--- src/rtl/alu_share_arbiter.sv ---
// Round-robin arbiter sharing one multi-cycle ALU among NUM_REQ requesters.
// Optional macro ALU_TIMEOUT_EN: abort WAIT after TIMEOUT cycles with an error response.
module alu_share_arbiter #(
  parameter int NUM_REQ = 4,
  parameter int DATA_W  = 8,
  parameter int OP_W    = 4,
  parameter int TIMEOUT = 16,
  localparam int ID_W   = $clog2(NUM_REQ)
) (
  input  logic                      clk,
  input  logic                      reset,
  input  logic [NUM_REQ-1:0]        req_valid,
  output logic [NUM_REQ-1:0]        req_ready,
  input  logic [NUM_REQ*DATA_W-1:0] req_a,
  input  logic [NUM_REQ*DATA_W-1:0] req_b,
  input  logic [NUM_REQ*OP_W-1:0]   req_op,
  output logic                      alu_start,
  output logic [DATA_W-1:0]         alu_a,
  output logic [DATA_W-1:0]         alu_b,
  output logic [OP_W-1:0]           alu_op,
  input  logic                      alu_done,
  input  logic [2*DATA_W-1:0]       alu_result,
  output logic                      rsp_valid,
  output logic [ID_W-1:0]           rsp_id,
  output logic [2*DATA_W-1:0]       rsp_result,
  output logic                      rsp_err,
  input  logic                      rsp_ready,
  output logic                      busy
);

  typedef enum logic [1:0] {S_IDLE, S_ISSUE, S_WAIT, S_RESP} state_t;

  state_t                          state_q, state_d;
  logic [ID_W-1:0]                 ptr_q, ptr_d, id_q, id_d, gnt_id, cand;
  logic [ID_W:0]                   sum;
  logic                            gnt_found;
  logic [DATA_W-1:0]               a_q, a_d, b_q, b_d;
  logic [OP_W-1:0]                 op_q, op_d;
  logic [2*DATA_W-1:0]             res_q, res_d;
  logic [NUM_REQ-1:0][DATA_W-1:0]  a_lane, b_lane;
  logic [NUM_REQ-1:0][OP_W-1:0]    op_lane;

`ifdef ALU_TIMEOUT_EN
  localparam int CNT_W = $clog2(TIMEOUT + 1);
  logic [CNT_W-1:0] cnt_q, cnt_d;
  logic             err_q, err_d;
`else
  logic unused_timeout;
  assign unused_timeout = (TIMEOUT != 0);
`endif

  for (genvar g = 0; g < NUM_REQ; g++) begin : g_lane
    assign a_lane[g]  = req_a[g*DATA_W +: DATA_W];
    assign b_lane[g]  = req_b[g*DATA_W +: DATA_W];
    assign op_lane[g] = req_op[g*OP_W +: OP_W];
  end

  // Rotating priority search starting at ptr_q, wrapping modulo NUM_REQ.
  always_comb begin
    gnt_found = 1'b0;
    gnt_id    = '0;
    sum       = '0;
    cand      = '0;
    for (int i = 0; i < NUM_REQ; i++) begin
      sum = {1'b0, ptr_q} + (ID_W+1)'(i);
      if (sum >= (ID_W+1)'(NUM_REQ)) sum = sum - (ID_W+1)'(NUM_REQ);
      cand = sum[ID_W-1:0];
      if (!gnt_found && req_valid[cand]) begin
        gnt_found = 1'b1;
        gnt_id    = cand;
      end
    end
  end

  // Gated by reset so every output reads zero while reset is held.
  assign req_ready = (state_q == S_IDLE && reset && gnt_found) ? (NUM_REQ'(1) << gnt_id) : '0;

  always_comb begin
    state_d = state_q;
    ptr_d   = ptr_q;
    id_d    = id_q;
    a_d     = a_q;
    b_d     = b_q;
    op_d    = op_q;
    res_d   = res_q;
`ifdef ALU_TIMEOUT_EN
    cnt_d   = cnt_q;
    err_d   = err_q;
`endif
    case (state_q)
      S_IDLE: if (gnt_found) begin
        a_d     = a_lane[gnt_id];
        b_d     = b_lane[gnt_id];
        op_d    = op_lane[gnt_id];
        id_d    = gnt_id;
        ptr_d   = (gnt_id == ID_W'(NUM_REQ-1)) ? '0 : gnt_id + 1'b1;
        state_d = S_ISSUE;
      end
      S_ISSUE: begin
`ifdef ALU_TIMEOUT_EN
        cnt_d   = '0;
`endif
        state_d = S_WAIT;
      end
      S_WAIT: begin
        if (alu_done) begin
          res_d   = alu_result;
`ifdef ALU_TIMEOUT_EN
          err_d   = 1'b0;
`endif
          state_d = S_RESP;
        end
`ifdef ALU_TIMEOUT_EN
        else if (cnt_q == CNT_W'(TIMEOUT-1)) begin
          res_d   = '0;
          err_d   = 1'b1;
          state_d = S_RESP;
        end else begin
          cnt_d = cnt_q + 1'b1;
        end
`endif
      end
      S_RESP: if (rsp_ready) state_d = S_IDLE;
      default: state_d = S_IDLE;
    endcase
  end

  always_ff @(posedge clk or negedge reset) begin
    if (!reset) begin
      state_q <= S_IDLE;
      ptr_q   <= '0;
      id_q    <= '0;
      a_q     <= '0;
      b_q     <= '0;
      op_q    <= '0;
      res_q   <= '0;
    end else begin
      state_q <= state_d;
      ptr_q   <= ptr_d;
      id_q    <= id_d;
      a_q     <= a_d;
      b_q     <= b_d;
      op_q    <= op_d;
      res_q   <= res_d;
    end
  end

`ifdef ALU_TIMEOUT_EN
  always_ff @(posedge clk or negedge reset) begin
    if (!reset) begin
      cnt_q <= '0;
      err_q <= 1'b0;
    end else begin
      cnt_q <= cnt_d;
      err_q <= err_d;
    end
  end
  assign rsp_err = err_q;
`else
  assign rsp_err = 1'b0;
`endif

  assign alu_start  = (state_q == S_ISSUE);
  assign rsp_valid  = (state_q == S_RESP);
  assign busy       = (state_q != S_IDLE);
  assign alu_a      = a_q;
  assign alu_b      = b_q;
  assign alu_op     = op_q;
  assign rsp_id     = id_q;
  assign rsp_result = res_q;

endmodule
--- config.mk ---
export PLATFORM = sky130hd
export DESIGN_NAME = alu_share_arbiter
export DESIGN_NICKNAME = d
export VERILOG_FILES = /design/src/rtl/alu_share_arbiter.sv
export SDC_FILE = /design/constraint.sdc
export NUM_CORES = 1
export LEC_CHECK = 0
export ABC_CLOCK_PERIOD_IN_PS = 1990
export BUFFER_PORTS_ARGS = -buffer_cell sky130_fd_sc_hd__buf_2
export CORE_MARGIN = 3
export CORE_UTILIZATION = 42
export DETAILED_ROUTE_END_ITERATION = 10
export GPL_ROUTABILITY_DRIVEN = 0
export PLACE_DENSITY = 0.81
export RECOVER_POWER = 50
export SETUP_SLACK_MARGIN = 0.4
export SLEW_MARGIN = 20
export SYNTH_ARGS = -nofsm -noshare
export SYNTH_HDL_FRONTEND = slang
export SYNTH_SLANG_ARGS = --single-unit
--- constraint.sdc ---
create_clock -name clk -period 1.99 [get_ports clk]
set_clock_uncertainty 0.1 [all_clocks]
set_input_delay 0.199 -clock clk [delete_from_list [all_inputs] [get_ports clk]]
set_output_delay 0.199 -clock clk [all_outputs]
set_load 0.05 [all_outputs]
==> results.toml, run 1 <==
[global_routing]
grt_antenna_before_repair = 0
grt_usage_pct = 24.1
grt_overflow = 0
grt_pass1_vias = 2421
grt_pass1_wl_mm = 11.6
grt_max_degree = 43

[run_status]
status = "complete, but fails checks"
violations = "negative setup slack"

[power]
clkPwrFrac_pct = 9.2
switching_share_pct = 50.0
max-vdd-ir-drop_v = 0.00138
p_comb_share_pct = 69.7
seqPwrFrac_pct = 21.1
switchingPower_w = 0.00376
p_per_area_nw_per_um2 = 1950
internal_power_w = 0.00377
p_leak_nw = 1.95

[clocking]
clock_path_buffers = 2
cts_tree = "done"
cts_buffers = 5
clk_pin_slew_ns = 0.08
htree_levels = 2
insertion_delay_ns = 0.29
root_buffer = "clkbuf_8"
cts_num_sinks = 42

[critical_path]
rr_worst_depth = 9
r2r-start = "ptr_q[0]$_DFFE_PN0P_"
max_stage_delay_ns = 0.45
critPathSlowestCell = "dfrtp_2"
required_ns = 1.69
reg2reg_to = "alu_a[1]$_DFFE_PN0P_"
cp_max_fo = 3
cp-end-kind = "output port"
worstPathCellList = "nor2b_4 -> nor3_4 -> o22ai_4 -> inv_4 -> ha_4 -> and3_4 -> buf_8"
crit_buf_inv = 2
path_class = "reg2out"
crit_arrival_ns = 1.74
crit_family = "flip-flops"
cp-start-kind = "flip-flop"
regToRegSetupSlack_ns = 0.01

[drt]
drc = 0
routed-via-count = 2477
viasPerCell = 5.44
drt-initial-drc-count = 179
dr.pass1.iters = 4
ant_nets = 0
routedWlPerCell_um = 18.7
wirelength_mm = 8.51

[logic_synthesis]
synth_ff_type = "dfrtp_1"
synth_edf_count = 0
synth-seq-cells = 42
synth.avg_cell_area_um2 = 11.0
synthCells = 206
synth_warnings = 0
synth_adder_area_share_pct = 3.85
ys_async_sr_fraction_pct = 100
yosysSeqAreaShare_pct = 46.2
synthSimpleGateAreaFrac_pct = 9.51
synth_mux_area_share_pct = 16.7
synthXorXnorAreaFrac_pct = 0
ys_types = 30
synth_fp_nets = 317
synth_area_um2 = 2280
synth_compound_area_share_pct = 18.0
synth_top_family_by_area = "compound AO/OA/AOI/OAI gates"

[min_path]
worstHoldPathCells = 2
hp-start = "alu_result[4]"
min_to = "rsp_result[4]$_DFFE_PN0P_"
hold_path.class = "in2reg"

[timing]
hold_viol_final = 0
whs_ns = 0.0314
tightest_slew_ns = 1.06
rsz0062_at_grt = "yes"
slew_headroom_pct = 29.1
fin_crit_sh_pct = 103
period_minus_slack_ns = 2.04
fin_ws_ns = -0.0522
drv_slew = 0
max_freq_ghz = 0.490
setup_viol = 2

[placement]
place_hpwl_mm = 5.33
post-place-ws_ns = 0.0651
port_buffers = 148

[floorplan]
start_util_pct = 44.0
fp.dieH_um = 79.6
die_area_um2 = 6340
fp.dieW_um = 79.6
coreArea_um2 = 5170
core.rowCount = 26
ioPinCount = 150

[job]
cap_violations = 0

[final_layout]
fillers = 340
n_antenna_cell = 0
area.growth.synth_to_final_pct = 70.0
layout-drive-gt1-share_pct = 60.5
seq_area_um2 = 1050
final_nets = 496
multiInputGateArea_um2 = 1320
-- metrics by stage --
stage | cells | TNS [ns] | util, % | power, W | cell area, um2
after floorplan | 206 | 0 | - | 0.00464 | 2350
after global placement | 419 | 0 | 61.2 | 0.00551 | 3160
after detailed placement | 419 | 0 | 61.2 | 0.00562 | 3160
after CTS | 445 | 0 | 69.8 | 0.00688 | 3610
after global routing | 455 | -0.754 | 74.8 | 0.00790 | 3870
final | 455 | -0.0842 | 74.8 | 0.00753 | 3870
-- cell type report --
cell class / instances / share of cell area, %
inverter: 7 / 0.841
clock buffer: 6 / 2.13
tap: 70 / 2.26
clock inverter: 1 / 0.776
timing repair buffer: 187 / 32.6
sequential: 42 / 27.2
multi-input combinational: 142 / 34.2
-- how the worst max path moves through the flow --
stage / from / depth (start not counted) / end
3_3_place_gp: ptr_q[0]$_DFFE_PN0P_ / 6 / req_ready[2]
4_1_cts: ptr_q[0]$_DFFE_PN0P_ / 6 / req_ready[2]
6_report: ptr_q[0]$_DFFE_PN0P_ / 7 / req_ready[3]
3_5_place_dp: ptr_q[0]$_DFFE_PN0P_ / 6 / req_ready[2]
5_1_grt: ptr_q[0]$_DFFE_PN0P_ / 7 / req_ready[3]
2_1_floorplan: state_q[1]$_DFFE_PN0P_ / 6 / req_ready[0]
-- sequential cells by signal, indices dropped and copies added, names as in the netlist --
| signal | cells |
|---|---|
| alu_a | 8 |
| ptr_q | 2 |
| rsp_id | 2 |
| alu_b | 8 |
| alu_op | 4 |
| rsp_result | 16 |
| state_q | 2 |
-- cells in the final DEF, fill, tap and decap left out, drive strengths merged --
cell         Yosys  layout
clkbuf           1      20
dfrtp           42      42
o2bb2ai          1       1
mux2            16      16
o22ai           21      21
o21ai            7       7
a222oi           1       1
conb             1       1
bufinv           0       1
nor3             2       2
a211oi           1       1
nor2b            5       5
a21oi            2       2
nand2b           1       1
nand2            8       8
clkinvlp         0       1
inv              7       6
nor2            22      22
dlygate4sd3      0       1
nor4             1       1
and3             4       4
mux2i           20      20
buf             14     172
o22a             1       1
a221oi          20      20
ha               7       7
o211a            1       1
-- synth_stat cells (2+ instances only) --
| library cell | count | area [um2] |
|---|---|---|
| buf_4 | 3 | 22.5 |
| dfrtp_1 | 42 | 1050 |
| nor2b_1 | 2 | 12.5 |
| o21ai_0 | 6 | 30.0 |
| o22ai_1 | 20 | 125 |
| nor2_1 | 22 | 82.6 |
| buf_2 | 8 | 40.0 |
| nor2b_2 | 2 | 17.5 |
| buf_6 | 3 | 33.8 |
| mux2_2 | 16 | 180 |
| mux2i_1 | 20 | 200 |
| inv_1 | 7 | 26.3 |
| a21oi_1 | 2 | 10.0 |
| ha_1 | 7 | 87.6 |
| a221oi_1 | 20 | 175 |
| nand2_1 | 8 | 30.0 |
| and3_1 | 4 | 25.0 |
| nor3_2 | 2 | 20.0 |
-- power by group through the flow --
stage,clock network [W],logic [W],registers (W)
3_5_place_dp,0,0.00406,0.00157
4_1_cts,0.000704,0.00462,0.00155
5_1_grt,0.000746,0.00551,0.00164
3_3_place_gp,0,0.00397,0.00154
2_1_floorplan,0,0.00171,0.00293
6_report,0.000691,0.00525,0.00159
-- kinds of logic (layout without fill, tap and decap cells) --
kind of cell,count (synthesis),count (layout)
and+or+nand+nor,43,43
adders and majority gates,7,7
AOI/OAI and AO/OA,55,55
other,1,1
DFF,42,42
muxes,36,36
buffers and inverters,22,201
-- metal layers --
metal	wire length, um	global-route usage [%]	vias to the layer above
met5	0	0	-
met4	252	9.62	0
met3	927	7.45	24
met2	4260	43.2	165
met1	3070	26.2	1161
li1	-	-	1127
-- repair_timing --
action,4_1_cts,5_1_grt
endpoints found under the setup margin,34,40
hold buffers,1,0
pin swaps,7,9
hold endpoints to repair,42,0
gates resized for setup,42,52
gates cloned,2,1
setup buffers,16,9
(Power assumes the default switching activity.)
==> run 2: changes to the inputs <==
--- a/config.mk
+++ b/config.mk
@@ -11,6 +11,7 @@
 export CORE_UTILIZATION = 42
 export DETAILED_ROUTE_END_ITERATION = 10
 export GPL_ROUTABILITY_DRIVEN = 0
+export HOLD_SLACK_MARGIN = 0.08
 export PLACE_DENSITY = 0.81
 export RECOVER_POWER = 50
 export SETUP_SLACK_MARGIN = 0.4
==> results.toml, run 2 (synthesis results as in run 1) <==
[drt]
ant_nets = 0
drt-initial-drc-count = 186
drc = 0
routedWlPerCell_um = 21.1
routed-via-count = 2611
viasPerCell = 5.59
wirelength_mm = 9.83
dr.pass1.iters = 4

[run_status]
violations = "negative setup slack"
status = "complete, but fails checks"

[timing]
hold_viol_final = 0
max_freq_ghz = 0.486
slew_headroom_pct = 29.3
rsz0062_at_grt = "yes"
tightest_slew_ns = 1.06
setup_viol = 8
fin_crit_sh_pct = 103
drv_slew = 0
fin_ws_ns = -0.0691
period_minus_slack_ns = 2.06

[placement]
placed_area_um2 = 3160
place_hpwl_mm = 5.33
post-place-ws_ns = 0.0651
port_buffers = 148

[final_layout]
layout-drive-gt1-share_pct = 57.9
final_nets = 508
n_antenna_cell = 0
layout_commonest_cell = "buf_2"
final_cell_mix = "buf_2 (129), dfrtp_1 (40), nor2_1 (21)"
area.growth.synth_to_final_pct = 74.4
largest_reg_flops = 16
final_area_um2 = 3970
utilization_pct = 76.7

[clocking]
root_buffer = "clkbuf_8"
htree_levels = 2
cts_buffers = 5
clock_path_buffers = 2
cts_tree = "done"
clk_pin_slew_ns = 0.07
cts_num_sinks = 42
insertion_delay_ns = 0.29

[floorplan]
core.rowCount = 26
die_area_um2 = 6340
ioPinCount = 150
start_util_pct = 44.0
fp.dieW_um = 79.6
coreArea_um2 = 5170
fp.dieH_um = 79.6

[critical_path]
cp-end-kind = "output port"
critPathSlowestCell = "dfrtp_2"
required_ns = 1.69
cp-start-kind = "flip-flop"
cp_max_fo = 3
worstPathCellList = "nor2b_4 -> nor3_4 -> o22ai_4 -> inv_4 -> ha_4 -> and3_4 -> buf_8"
max_stage_delay_ns = 0.45
path_class = "reg2out"
crit_arrival_ns = 1.76

[global_routing]
grt_pass1_vias = 2601
grt_overflow = 0
grt_antenna_before_repair = 0
grt_usage_pct = 27.3
grt_max_degree = 43
grt_pass1_wl_mm = 13.0

[power]
max-vdd-ir-drop_v = 0.00149
p_leak_nw = 1.98
total_power_w = 0.00753
p_per_area_nw_per_um2 = 1900

[min_path]
hold_path.class = "in2reg"

[job]
cap_violations = 0
-- run 2: cell types whose count changed in the layout (fill, tap and decap cells not counted), sizes merged --
| cell | delta |
|---|---|
| buf | -3 |
| dlygate4sd3 | +16 |
| clkbuf | -1 |
-- run 2: per-stage QoR --
| stage | hold WS, ns | cells | TNS (ns) |
|---|---|---|---|
| CTS | 0.0982 | 461 | 0 |
| finish | 0.114 | 467 | -0.191 |
| global route | 0.122 | 467 | -1.18 |
| global placement | 0.264 | 419 | 0 |
| floorplan | -0.197 | 206 | 0 |
| detailed placement | 0.285 | 419 | 0 |
-- run 2: metal layers --
layer	routed length, um	up-vias	GRT usage, %
li1	-	1151	-
met1	3420	1236	29.4
met2	5070	187	49.4
met3	952	37	8.58
met4	391	0	10.5
met5	0	-	0
-- run 2: cell type report --
cell class,count,area (um2)
clock buffers,6,82.6
flip-flops and latches,42,1050
fillers,328,1200
multi-input cells,142,1320
clock inverters,1,30.0
inverters,7,32.5
repair buffers,199,1360
well taps,70,87.6
-- run 2: worst max-delay path, delay by kind of cell (launching register included) --
family                     cells  cell delay (ns)
AOI/OAI and AO/OA              1             0.21
adders and majority gates      1             0.16
buffers and inverters          2             0.21
DFF                            1             0.45
and+or+nand+nor                3             0.44
-- run 2: where the power goes --
group	switching (W)	total, W	internal, W
Clock	0.000284	0.000685	0.000402
Sequential	0.000300	0.00161	0.00131
Combinational	0.00324	0.00524	0.00200
Total	0.00383	0.00753	0.00371
-- run 2: path summary, 6_finish.rpt --
kind | start | end | slack, ns | cells past startpoint
worst max-delay path | ptr_q[0]$_DFFE_PN0P_ | req_ready[3] | -0.07 | 7
worst min-delay path | req_b[15] | alu_b[7]$_DFFE_PN0P_ | 0.11 | 3
worst max register to register | ptr_q[0]$_DFFE_PN0P_ | alu_a[2]$_DFFE_PN0P_ | -0.05 | 9
worst min register to register | rsp_id[0]$_DFFE_PN0P_ | rsp_id[0]$_DFFE_PN0P_ | 0.38 | 2
max in group asynchronous | reset | ptr_q[1]$_DFFE_PN0P_ | 0.36 | 3
min in group asynchronous | reset | state_q[1]$_DFFE_PN0P_ | 0.72 | 3
-- run 2: what timing repair did --
item | CTS | global route
cloned | 2 | 0
buffers inserted | 16 | 6
pin swaps | 7 | 9
gates resized for setup | 42 | 49
hold endpoints to repair | 58 | 0
setup endpoints to repair | 34 | 45
hold buffers | 17 | 0
